**src/rtl/ex_mem_stage_if.sv**
```systemverilog
// EX->MEM boundary bundle: EX beat in, MEM beat out, flush and branch redirect.
// master drives the EX side and consumes the MEM side; slave is the stage.
interface ex_mem_stage_if #(
  parameter int XLEN = 32
);
  logic            ex_valid;
  logic            ex_ready;
  logic [XLEN-1:0] ALU_Result;
  logic            Zero;
  logic [4:0]      rd;
  logic            reg_write;
  logic            mem_read;
  logic            mem_write;
  logic            branch;
  logic [XLEN-1:0] store_data;
  logic [XLEN-1:0] branch_target;
  logic            flush;

  logic            mem_valid;
  logic            mem_ready;
  logic [XLEN-1:0] mem_alu_result;
  logic [XLEN-1:0] mem_store_data;
  logic [4:0]      mem_rd;
  logic            mem_reg_write;
  logic            mem_mem_read;
  logic            mem_mem_write;

  logic            pc_redirect;
  logic [XLEN-1:0] redirect_target;

  modport master (
    output ex_valid, ALU_Result, Zero, rd, reg_write, mem_read, mem_write,
           branch, store_data, branch_target, flush, mem_ready,
    input  ex_ready, mem_valid, mem_alu_result, mem_store_data, mem_rd,
           mem_reg_write, mem_mem_read, mem_mem_write, pc_redirect, redirect_target
  );

  modport slave (
    input  ex_valid, ALU_Result, Zero, rd, reg_write, mem_read, mem_write,
           branch, store_data, branch_target, flush, mem_ready,
    output ex_ready, mem_valid, mem_alu_result, mem_store_data, mem_rd,
           mem_reg_write, mem_mem_read, mem_mem_write, pc_redirect, redirect_target
  );
endinterface

```
**src/rtl/ex_mem_stage.sv**
```systemverilog
// EX/MEM pipeline register with one skid slot; 1-cycle latency, taken-branch redirect pulse.
// Backpressure: ex_ready is registered and drops only when both slots are full after the edge.
module ex_mem_stage #(
  parameter int XLEN = 32
) (
  input logic          clk,
  input logic          rst_n,
  ex_mem_stage_if.slave bus
);

  typedef struct packed {
    logic [XLEN-1:0] alu_result;
    logic [XLEN-1:0] store_data;
    logic [4:0]      rd;
    logic            reg_write;
    logic            mem_read;
    logic            mem_write;
  } beat_t;

  beat_t           out_q, out_d, skid_q, skid_d, in_beat;
  logic            out_vld_q, out_vld_d;
  logic            skid_vld_q, skid_vld_d;
  logic            ex_ready_q, ex_ready_d;
  logic            redirect_q, redirect_d;
  logic [XLEN-1:0] target_q, target_d;
  logic            accept, xfer;

  assign accept = bus.ex_valid & ex_ready_q;
  assign xfer   = out_vld_q & bus.mem_ready;

  // Branches never write back or touch memory, taken or not.
  always_comb begin
    in_beat            = '0;
    in_beat.alu_result = bus.ALU_Result;
    in_beat.store_data = bus.store_data;
    in_beat.rd         = bus.rd;
    in_beat.reg_write  = bus.reg_write & ~bus.branch;
    in_beat.mem_read   = bus.mem_read  & ~bus.branch;
    in_beat.mem_write  = bus.mem_write & ~bus.branch;
  end

  always_comb begin
    out_d      = out_q;
    out_vld_d  = out_vld_q;
    skid_d     = skid_q;
    skid_vld_d = skid_vld_q;
    redirect_d = 1'b0;
    target_d   = target_q;
    if (bus.flush) begin
      out_vld_d  = 1'b0;
      skid_vld_d = 1'b0;
    end else begin
      if (xfer) begin
        if (skid_vld_q) begin
          out_d      = skid_q;
          skid_vld_d = 1'b0;
        end else begin
          out_vld_d = 1'b0;
        end
      end
      // Fill OUT first if it is free after the drain, otherwise park in SKID.
      if (accept) begin
        if (!out_vld_d) begin
          out_d     = in_beat;
          out_vld_d = 1'b1;
        end else begin
          skid_d     = in_beat;
          skid_vld_d = 1'b1;
        end
        if (bus.branch && bus.Zero) begin
          redirect_d = 1'b1;
          target_d   = bus.branch_target;
        end
      end
    end
    ex_ready_d = ~(out_vld_d & skid_vld_d);
  end

  always_ff @(posedge clk or negedge rst_n) begin
    if (!rst_n) begin
      out_q      <= '0;
      out_vld_q  <= 1'b0;
      skid_q     <= '0;
      skid_vld_q <= 1'b0;
      ex_ready_q <= 1'b0;
      redirect_q <= 1'b0;
      target_q   <= '0;
    end else begin
      out_q      <= out_d;
      out_vld_q  <= out_vld_d;
      skid_q     <= skid_d;
      skid_vld_q <= skid_vld_d;
      ex_ready_q <= ex_ready_d;
      redirect_q <= redirect_d;
      target_q   <= target_d;
    end
  end

  assign bus.ex_ready        = ex_ready_q;
  assign bus.mem_valid       = out_vld_q;
  assign bus.mem_alu_result  = out_q.alu_result;
  assign bus.mem_store_data  = out_q.store_data;
  assign bus.mem_rd          = out_q.rd;
  assign bus.mem_reg_write   = out_q.reg_write;
  assign bus.mem_mem_read    = out_q.mem_read;
  assign bus.mem_mem_write   = out_q.mem_write;
  assign bus.pc_redirect     = redirect_q;
  assign bus.redirect_target = target_q;

endmodule

```
**src/flat_wrapper.sv**
```systemverilog
// flat-port wrapper written by rule: the top's interface ports become plain ports
module ex_mem_stage_flat 
#(
  parameter int XLEN = 32
)
  (clk, rst_n, bus_ex_valid, bus_ALU_Result, bus_Zero, bus_rd, bus_reg_write, bus_mem_read, bus_mem_write, bus_branch, bus_store_data, bus_branch_target, bus_flush, bus_mem_ready, bus_ex_ready, bus_mem_valid, bus_mem_alu_result, bus_mem_store_data, bus_mem_rd, bus_mem_reg_write, bus_mem_mem_read, bus_mem_mem_write, bus_pc_redirect, bus_redirect_target);
  ex_mem_stage_if #(.XLEN(XLEN)) bus_i ();
  input logic clk;
  input logic rst_n;
  input wire logic [$bits(bus_i.ex_valid)-1:0] bus_ex_valid;
  input wire logic [$bits(bus_i.ALU_Result)-1:0] bus_ALU_Result;
  input wire logic [$bits(bus_i.Zero)-1:0] bus_Zero;
  input wire logic [$bits(bus_i.rd)-1:0] bus_rd;
  input wire logic [$bits(bus_i.reg_write)-1:0] bus_reg_write;
  input wire logic [$bits(bus_i.mem_read)-1:0] bus_mem_read;
  input wire logic [$bits(bus_i.mem_write)-1:0] bus_mem_write;
  input wire logic [$bits(bus_i.branch)-1:0] bus_branch;
  input wire logic [$bits(bus_i.store_data)-1:0] bus_store_data;
  input wire logic [$bits(bus_i.branch_target)-1:0] bus_branch_target;
  input wire logic [$bits(bus_i.flush)-1:0] bus_flush;
  input wire logic [$bits(bus_i.mem_ready)-1:0] bus_mem_ready;
  output wire logic [$bits(bus_i.ex_ready)-1:0] bus_ex_ready;
  output wire logic [$bits(bus_i.mem_valid)-1:0] bus_mem_valid;
  output wire logic [$bits(bus_i.mem_alu_result)-1:0] bus_mem_alu_result;
  output wire logic [$bits(bus_i.mem_store_data)-1:0] bus_mem_store_data;
  output wire logic [$bits(bus_i.mem_rd)-1:0] bus_mem_rd;
  output wire logic [$bits(bus_i.mem_reg_write)-1:0] bus_mem_reg_write;
  output wire logic [$bits(bus_i.mem_mem_read)-1:0] bus_mem_mem_read;
  output wire logic [$bits(bus_i.mem_mem_write)-1:0] bus_mem_mem_write;
  output wire logic [$bits(bus_i.pc_redirect)-1:0] bus_pc_redirect;
  output wire logic [$bits(bus_i.redirect_target)-1:0] bus_redirect_target;
  assign bus_i.ex_valid = bus_ex_valid;
  assign bus_i.ALU_Result = bus_ALU_Result;
  assign bus_i.Zero = bus_Zero;
  assign bus_i.rd = bus_rd;
  assign bus_i.reg_write = bus_reg_write;
  assign bus_i.mem_read = bus_mem_read;
  assign bus_i.mem_write = bus_mem_write;
  assign bus_i.branch = bus_branch;
  assign bus_i.store_data = bus_store_data;
  assign bus_i.branch_target = bus_branch_target;
  assign bus_i.flush = bus_flush;
  assign bus_i.mem_ready = bus_mem_ready;
  assign bus_ex_ready = bus_i.ex_ready;
  assign bus_mem_valid = bus_i.mem_valid;
  assign bus_mem_alu_result = bus_i.mem_alu_result;
  assign bus_mem_store_data = bus_i.mem_store_data;
  assign bus_mem_rd = bus_i.mem_rd;
  assign bus_mem_reg_write = bus_i.mem_reg_write;
  assign bus_mem_mem_read = bus_i.mem_mem_read;
  assign bus_mem_mem_write = bus_i.mem_mem_write;
  assign bus_pc_redirect = bus_i.pc_redirect;
  assign bus_redirect_target = bus_i.redirect_target;
  ex_mem_stage #(.XLEN(XLEN)) u_core (.clk(clk), .rst_n(rst_n), .bus(bus_i));
endmodule
```
**config.mk**
```make
export PLATFORM = sky130hd
export DESIGN_NAME = ex_mem_stage_flat
export DESIGN_NICKNAME = d
export VERILOG_FILES = /design/src/rtl/ex_mem_stage_if.sv /design/src/rtl/ex_mem_stage.sv /design/src/flat_wrapper.sv
export SDC_FILE = /design/constraint.sdc
export NUM_CORES = 1
export LEC_CHECK = 0
export ABC_AREA = 1
export CAP_MARGIN = 20
export CORE_MARGIN = 1
export CORE_UTILIZATION = 50
export DETAILED_ROUTE_END_ITERATION = 10
export GPL_ROUTABILITY_DRIVEN = 1
export PLACE_DENSITY = 0.81
export SLEW_MARGIN = 20
export SYNTH_ARGS = -nofsm -noshare
export SYNTH_HDL_FRONTEND = slang
export SYNTH_SLANG_ARGS = --single-unit
```
**constraint.sdc**
```tcl
create_clock -name clk -period 1.3 [get_ports clk]
set_input_delay 0.13 -clock clk [delete_from_list [all_inputs] [get_ports clk]]
set_output_delay 0.13 -clock clk [all_outputs]
set_load 0.05 [all_outputs]
```
# Word level (Yosys, flattened, before mapping)
# Index checks and enable logic that the tools add are counted.
[totals]
reg_bits = 180
out_inout_bits = 107
inputBits = 111
n_memories = 0
ram_bits = 0
romBits = 0
elab_cells = 45
latchBits = 0
[classes]
bitwise = 9
order_cmp = 0
eq_ne = 0
n_reduce_logical = 3
div_mod_pow = 0
n_mul = 0
shift = 0
addsub = 0
mux = 16
[op_table]
columns = ["op", "n"]
rows = [
  ["$mux W72", 4],
  ["$mux W1", 12],
  ["$and A1 B1 Y1", 6],
  ["$reduce_and A3 Y1", 2],
  ["$not A1 Y1", 3],
  ["$logic_and A1 B1 Y1", 1],
]

# Depth between registers and ports, before layout
# Gate-level depths: netlist of run 1.
[depth]
word_depth = 8
depth_mapped = 8

# Worst setup path before layout of run 1
# OpenSTA, ideal clock, no wires.
[synth_timing]
path_type = "flip-flop to flip-flop"
start = "register u_core.ex_ready_q (netlist: u_core.bus.ex_ready)"
end = "register u_core.skid_q[69] (netlist name)"
setup_ns = 0.135
arrival_ns = 1.510
path_buffers = 2
setup_slack_ns = -0.345
path_stages_with_launch = 8
required_time_ns = 1.165
path_cell_list = "dfrtp_1 -> nand2_1 -> nor2_2 -> nand3_2 -> buf_6 -> buf_6 -> nand2_1 -> o21ai_0"
[synth_via]
elab_chain_len = 2
[synth_lines]
columns = ["item", "line_no", "source"]
rows = [
  ["start, declared", "ex_mem_stage.sv:23", "logic ex_ready_q, ex_ready_d;"],
  ["start signal, assigned", "ex_mem_stage.sv:93", "ex_ready_q <= ex_ready_d;"],
  ["$and A1 B1 Y1", "ex_mem_stage.sv:28", "assign accept = bus.ex_valid & ex_ready_q;"],
  ["$reduce_and A3 Y1 (no source line)", "-", ""],
  ["end signal, assigned", "ex_mem_stage.sv:91", "skid_q <= skid_d;"],
  ["end, declared", "ex_mem_stage.sv:20", "beat_t out_q, out_d, skid_q, skid_d, in_beat;"],
]
# Every way passes these cells.
# A chain may end at the register's enable or synchronous reset.

# Final worst setup path of run 1
[layout_timing]
start = "register u_core.out_vld_q (netlist: u_core.bus.mem_valid)"
end = "register u_core.out_q, in the netlist u_core.bus.mem_store_data[6]"
[layout_via]
elab_chain_len = 5
word_cells_on_any_way = 7
classes_between = "6 x mux; 1 x bitwise"
[layout_lines]
columns = ["item", "line_no", "source"]
rows = [
  ["start, declared", "ex_mem_stage.sv:21", "logic out_vld_q, out_vld_d;"],
  ["start signal, assigned", "ex_mem_stage.sv:90", "out_vld_q <= out_vld_d;"],
  ["$mux W1 or $and A1 B1 Y1 (tied branches)", "ex_mem_stage.sv:54, ex_mem_stage.sv:29", ""],
  ["$mux W1", "ex_mem_stage.sv:53", "if (xfer) begin"],
  ["$mux W1", "ex_mem_stage.sv:49", "if (bus.flush) begin"],
  ["$mux W72", "ex_mem_stage.sv:63", "if (!out_vld_d) begin"],
  ["$mux W72 *", "ex_mem_stage.sv:62", "if (accept) begin"],
  ["end signal, assigned", "ex_mem_stage.sv:89", "out_q <= out_d;"],
  ["end, declared", "ex_mem_stage.sv:20", ""],
]
# Mark *: on every way between the ends. The rest lies on a longest branch, timed or not. The select of a mux whose other input is x is not followed.

==> impl_metrics.env, run 1 <==
export IMPL_grtUsageTotal_pct=31.3
export IMPL_multi_input_area_um2=4220
export IMPL_postLayoutSetupSlackWorst_ps=-212
export IMPL_place_area_um2=12300
export IMPL_place_congestion=0.799
export IMPL_ios=218
export IMPL_yosys_warnings=0
export IMPL_vias=9512
export IMPL_hold_violations=0
export IMPL_grt_overflow_total=0
export IMPL_crit_path_end_kind="flip-flop"
export IMPL_required_ps=1670
export IMPL_clkLatencyLatePin_ps=430
export IMPL_max_cap_violations=0
export IMPL_skew_ps=9.88
export IMPL_startpoint_type="flip-flop"
export IMPL_dpl_hpwl_mm=17.1
export IMPL_yosys_cell_types_count=16
export IMPL_num_rows=47
export IMPL_die_h_um=133
export IMPL_grt_pass1_wl_mm=44.3
export IMPL_seq_area_frac_synth_pct=52.1
export IMPL_fillers=811
export IMPL_cp_max_fo=6
export IMPL_final_area_um2=14300
export IMPL_numCtsBuffers=17
export IMPL_rsz0062_at_grt="yes"
export IMPL_cts_sinks=180
export IMPL_drt_iter0_drc=1184
export IMPL_worstPathArrival_ps=1880
export IMPL_syn_inst=1103
export IMPL_stdcell_count=1551
export IMPL_dp_cells=1489
export IMPL_worst_pin_slew_ps=641
export IMPL_core_area_um2=16700
export IMPL_synth_top_cell_area_share_pct=52.1
export IMPL_wl_mm=32.9
export IMPL_yosys_register_bits=180
export IMPL_synth_area_top_cells="dfrtp_1 52%, nand2_1 17%, nand3_1 13%"
export IMPL_finalPower_mw=20.5
export IMPL_postRouteAntennaNets=0
export IMPL_register_area_um2=4510
export IMPL_violations="negative setup slack"
export IMPL_drc_errors=0
export IMPL_drive_gt1_share_pct=29.8
export IMPL_setup_viol=138
export IMPL_power_per_cell_area_nw_per_um2=1440
export IMPL_ir_drop_v=0.00109
export IMPL_holdWs_ps=139
export IMPL_cts_buffer_depth=2
export IMPL_fin_crit_sh_pct=116
export IMPL_initial_core_util_pct=51.7
export IMPL_period_needed_ps=1510
export IMPL_grt_max_degree=67
export IMPL_cts_tree="built"
export IMPL_p_leak_nw=6.99
export IMPL_diodes=0
export IMPL_area_delta_synth_final_pct=65.2
export IMPL_viasPerCell=6.13
export IMPL_synth_area_um2=8640
export IMPL_status="complete, but fails checks"
export IMPL_dieWidth_um=133
export IMPL_slew_violations=0
export IMPL_dr_pass1_iters=6
export IMPL_cts_htree_levels=4
export IMPL_path_class="reg -> reg"
export IMPL_max_slew_margin_pct=57.3
export IMPL_finalNetCount=1429
export IMPL_grt_pass1_vias=8804
export IMPL_cts_root_buf="clkbuf_16"
export IMPL_hold_path_class="in -> reg"
export IMPL_fmax_mhz=661
export IMPL_path_clk_slew_ps=70
export IMPL_antenna_found_initial=1
export IMPL_syn_nets=1214
export IMPL_wire_per_inst_um=21.2
export IMPL_io_buffers=217
export IMPL_utilization_pct=85.5
export IMPL_synth_largest_area_cell="dfrtp_1"
export IMPL_syn_avg_cell_area_um2=7.83
export IMPL_dieArea_um2=17800
==> flip-flops by register name, summed over array words and instances, names as in the netlist, 5 cells and up <==
name,count
u_core.bus.mem_alu_result,32
u_core.bus.mem_store_data,32
u_core.bus.mem_rd,5
u_core.skid_q,72
u_core.bus.redirect_target,32
==> timing repair <==
| action | 4_1_cts | 5_1_grt |
|---|---|---|
| endpoints found under the setup margin | 73 | 117 |
| pin swaps | 0 | 77 |
| endpoints found under the hold margin | 180 | 0 |
| setup buffers | 4 | 5 |
| cloned | 2 | 18 |
| resized for setup | 8 | 226 |
| hold buffers | 1 | 0 |
==> metrics by stage <==
| step | setup TNS [ps] | setup slack, ps |
|---|---|---|
| floorplan | -8430 | -75.0 |
| global placement | -38580 | -260 |
| finish | -12520 | -212 |
| global route | -20590 | -364 |
| detailed placement | -42870 | -314 |
| CTS | -2960 | -90.1 |
==> final cells by class <==
| class | count | area share, % |
|---|---|---|
| timing repair buffer | 285 | 30.7 |
| multi-input combinational | 760 | 29.5 |
| clock buffer | 24 | 3.44 |
| clock inverter | 8 | 0.859 |
| tap | 220 | 1.93 |
| sequential | 180 | 31.6 |
| inverter | 74 | 1.98 |
==> layer usage <==
| metal | vias to the layer above | GRT usage (%) | share of wire (%) |
|---|---|---|---|
| met4 | 2 | 11.7 | 4.0 |
| met3 | 168 | 8.49 | 12 |
| met2 | 732 | 51.5 | 49 |
| li1 | 4068 | - | - |
| met1 | 4542 | 39.5 | 35 |
| met5 | - | 0 | 0.040 |
==> worst paths after layout <==
check / cells after the start / to / slack [ps] / start
max reg2reg: 9 / u_core.bus.mem_store_data[6] / -210 / u_core.bus.mem_valid
min in group asynchronous: 3 / u_core.bus.mem_alu_result[12] / 270 / rst_n
min: 4 / u_core.skid_vld_q / 140 / bus_flush
max in group asynchronous: 3 / u_core.bus.mem_valid / 680 / rst_n
min reg2reg: 2 / u_core.skid_q[27] / 490 / u_core.skid_q[27]
max: 9 / u_core.bus.mem_store_data[6] / -210 / u_core.bus.mem_valid
==> critical path, cell delays in order (launching register included) <==
cell and delay (ps):
dfrtp_2 430, buf_12 140, buf_6 110, nand3_4 80, clkbuf_16 180, clkbuf_16 160, nand2_2 60, nand3_2 80
nand3_1 100, nand2_1 110
==> Yosys cell counts <==
cell,instances
o21ai_1,33
clkbuf_1,17
nand3_1,219
nor2_2,1
buf_1,15
a21oi_1,1
inv_2,3
buf_2,48
buf_6,6
nand3_2,1
nand2_1,394
inv_1,71
nand4_1,72
buf_4,3
dfrtp_1,180
o21ai_0,39
==> layout by cell type, fill, tap and decap left out, drive strengths merged, types with 3 or more instances in the layout <==
master	netlist	routed
nand4	72	72
dfrtp	180	180
clkinv	0	5
clkbuf	17	36
buf	72	165
bufinv	0	3
nand3	220	220
inv	74	74
nand2	394	394
o21ai	72	72
clkdlybuf4s50	0	107
==> power by group <==
part	switching [mW]	internal [mW]
combinational	3.92	3.36
sequential	1.15	6.65
clock	2.21	3.23
==> kinds of logic after synthesis <==
kind of cell           Yosys count  synth area share, %
and+or+nand+nor                687                 35.2
DFF                            180                 52.1
buffers and inverters          163                 8.43
AOI/OAI and AO/OA               73                 4.23
No activity file was read; power rests on OpenSTA's default activity.
==> run 2: changes to the inputs <==
CORE_UTILIZATION = 60   (was 50)
DONT_BUFFER_PORTS = 1   (was unset)
PLACE_DENSITY = 0.76   (was 0.81)
==> run 2 against run 1 <==
Compared with the run above:
- the run ends with negative hold slack, negative setup slack left
- flip-flop and latch count unchanged
- worst hold slack worse by 750 ps
- register-to-register slack about the same
- critical path depth down 4
- power down 6.1%
- count of clock-buffer cells in the layout down 3
- wire length up 8.2%
- clock skew up 0.91 ps
- fmax down 0.97%
- design area down 11%
- clock power up 7.2%
- setup slack worse by 15 ps
- critical path type unchanged
- largest cell class unchanged
==> impl_metrics.env, run 2 (same netlist as run 1, synthesis figures left out) <==
export IMPL_wl_mm=35.6
export IMPL_setup_viol=169
export IMPL_antenna_found_initial=0
export IMPL_period_needed_ps=1530
export IMPL_grt_pass1_wl_mm=45.2
export IMPL_viasPerCell=6.72
export IMPL_area_delta_synth_final_pct=46.3
export IMPL_crit_path_end_kind="flip-flop"
export IMPL_numCtsBuffers=17
export IMPL_p_clk_share_pct=30.3
export IMPL_layout_common_cells="367 x nand2_1, 212 x nand3_1, 177 x dfrtp_1"
export IMPL_core_area_um2=14000
export IMPL_power_per_cell_area_nw_per_um2=1520
export IMPL_skew_ps=10.8
export IMPL_swShare_pct=36.7
export IMPL_place_area_um2=9610
export IMPL_crit_chain="nand2_4 > buf_6 > nand3_1 > nand3_1 > nand2_1"
export IMPL_io_buffers=0
export IMPL_holdWs_ps=-613
export IMPL_max_cap_violations=0
export IMPL_fin_crit_sh_pct=117
export IMPL_cts_htree_levels=4
export IMPL_cts_sinks=180
export IMPL_hold_violations=196
export IMPL_final_common_cell="nand2_1"
export IMPL_path_clk_slew_ps=80
export IMPL_crit_slowest_cell="dfrtp_4"
export IMPL_drive_gt1_share_pct=17.9
export IMPL_dieWidth_um=122
export IMPL_cts_root_buf="clkbuf_16"
export IMPL_postRouteAntennaNets=0
export IMPL_regMostFlops="u_core.skid_q"
export IMPL_wire_per_inst_um=23.1
export IMPL_fmax_mhz=655
export IMPL_slew_violations=0
export IMPL_path_class="reg -> reg"
export IMPL_switchingPower_mw=7.07
export IMPL_finalNetCount=1458
export IMPL_ios=218
export IMPL_vias=10300
export IMPL_cts_tree="built"
export IMPL_power_frac_comb_pct=30.7
export IMPL_die_h_um=122
export IMPL_dpl_hpwl_mm=13.3
export IMPL_cp_max_fo=23
export IMPL_drc_errors=0
export IMPL_postLayoutSetupSlackWorst_ps=-227
export IMPL_intPower_mw=12.2
export IMPL_startpoint_type="flip-flop"
export IMPL_cp_common_cell="nand3_1"
export IMPL_diodes=0
export IMPL_utilization_pct=90.3
export IMPL_fillers=546
export IMPL_post_place_ws_ps=-84.4
export IMPL_grt_overflow_total=0
export IMPL_ir_drop_v=0.00134
export IMPL_worstPathArrival_ps=1850
export IMPL_p_leak_nw=6.31
export IMPL_status="complete, but fails checks"
export IMPL_cts_buffer_depth=2
export IMPL_drt_iter0_drc=2072
export IMPL_violations="negative hold slack, negative setup slack"
export IMPL_place_congestion=0.808
export IMPL_dr_pass1_iters=7
export IMPL_rsz0062_at_grt="yes"
export IMPL_slowest_delay_ps=550
export IMPL_initial_core_util_pct=61.8
export IMPL_max_slew_margin_pct=37.3
export IMPL_dieArea_um2=14900
export IMPL_clkLatencyLatePin_ps=440
export IMPL_largest_register_ffs=72
export IMPL_grt_max_degree=181
export IMPL_required_ps=1620
export IMPL_seq_power_share_pct=39.0
export IMPL_grt_pass1_vias=9285
export IMPL_final_area_um2=12600
export IMPL_r2r_cells=5
export IMPL_hold_path_class="in -> async"
export IMPL_worst_pin_slew_ps=938
export IMPL_num_rows=43
export IMPL_grtUsageTotal_pct=39.6
==> run 2: changes by cell type in the layout (fill, tap and decap cells not counted), sizes merged <==
cell | previous run | this run
buf | 165 | 141
bufinv | 3 | 5
clkbuf | 36 | 33
clkdlybuf4s50 | 107 | 0
clkinv | 5 | 3
clkinvlp | 0 | 2
dlygate4sd3 | 1 | 161
inv | 74 | 75
==> run 2: worst paths after layout <==
path                                       from                             to  slack, ps
max                        u_core.bus.mem_valid   u_core.bus.mem_alu_result[5]       -230
min                                       rst_n  u_core.bus.mem_alu_result[12]       -610
max reg2reg                u_core.bus.mem_valid   u_core.bus.mem_alu_result[5]       -230
min reg2reg                   u_core.skid_q[26]              u_core.skid_q[26]        490
max in group asynchronous                 rst_n            u_core.bus.ex_ready       1600
min in group clk                   bus_ex_valid           u_core.bus.mem_valid       -110
==> run 2: power by group through the flow <==
stage | Clock, mW | Combinational [mW] | Sequential, mW
2_1_floorplan | 0 | 1.59 | 9.12
6_report | 5.83 | 5.91 | 7.52
5_1_grt | 6.00 | 6.22 | 7.57
4_1_cts | 5.70 | 5.22 | 7.30
3_5_place_dp | 0 | 4.69 | 7.38
3_3_place_gp | 0 | 4.59 | 7.34
==> run 2: layout make-up <==
| type | count | area, um2 | share of cell area (%) |
|---|---|---|---|
| Timing Repair Buffer | 314 | 3280 | 26.0 |
| Tap cell | 180 | 225 | 1.78 |
| Inverter | 74 | 283 | 2.24 |
| Clock buffer | 21 | 450 | 3.56 |
| Clock inverter | 11 | 200 | 1.58 |
| Multi-Input combinational cell | 760 | 3690 | 29.2 |
| Sequential cell | 180 | 4510 | 35.7 |
==> run 2: what timing repair did <==
action	in CTS	in global routing
pin swaps	2	3
endpoints found under the setup margin	74	144
endpoints found under the hold margin	359	214
gates cloned	1	15
gates resized for setup	11	84
buffers inserted	0	7
hold buffers	159	3
==> run 2: worst max-delay path, delay by kind of cell (launching register included) <==
kind	cells	cell delay (ps)
buffers and inverters	1	250
flip-flops	1	550
AND/OR/NAND/NOR	4	610
==> run 2: per-stage QoR <==
stage	cells	power [mW]	setup TNS, ps
2_1_floorplan	1103	10.7	-8430
3_3_place_gp	1323	11.9	-256
3_5_place_dp	1323	12.1	-2650
4_1_cts	1515	18.2	-247
5_1_grt	1540	19.8	-22860
6_report	1540	19.3	-16200
==> run 2: metal layers <==
metal / GRT usage (%) / vias to the layer above / part of all wire (%)
met1: 46.7 / 4754 / 32
met4: 23.6 / 0 / 8.0
met3: 11.2 / 334 / 14
met5: 0 / - / 0
li1: - / 4126 / -
met2: 64.4 / 1135 / 46
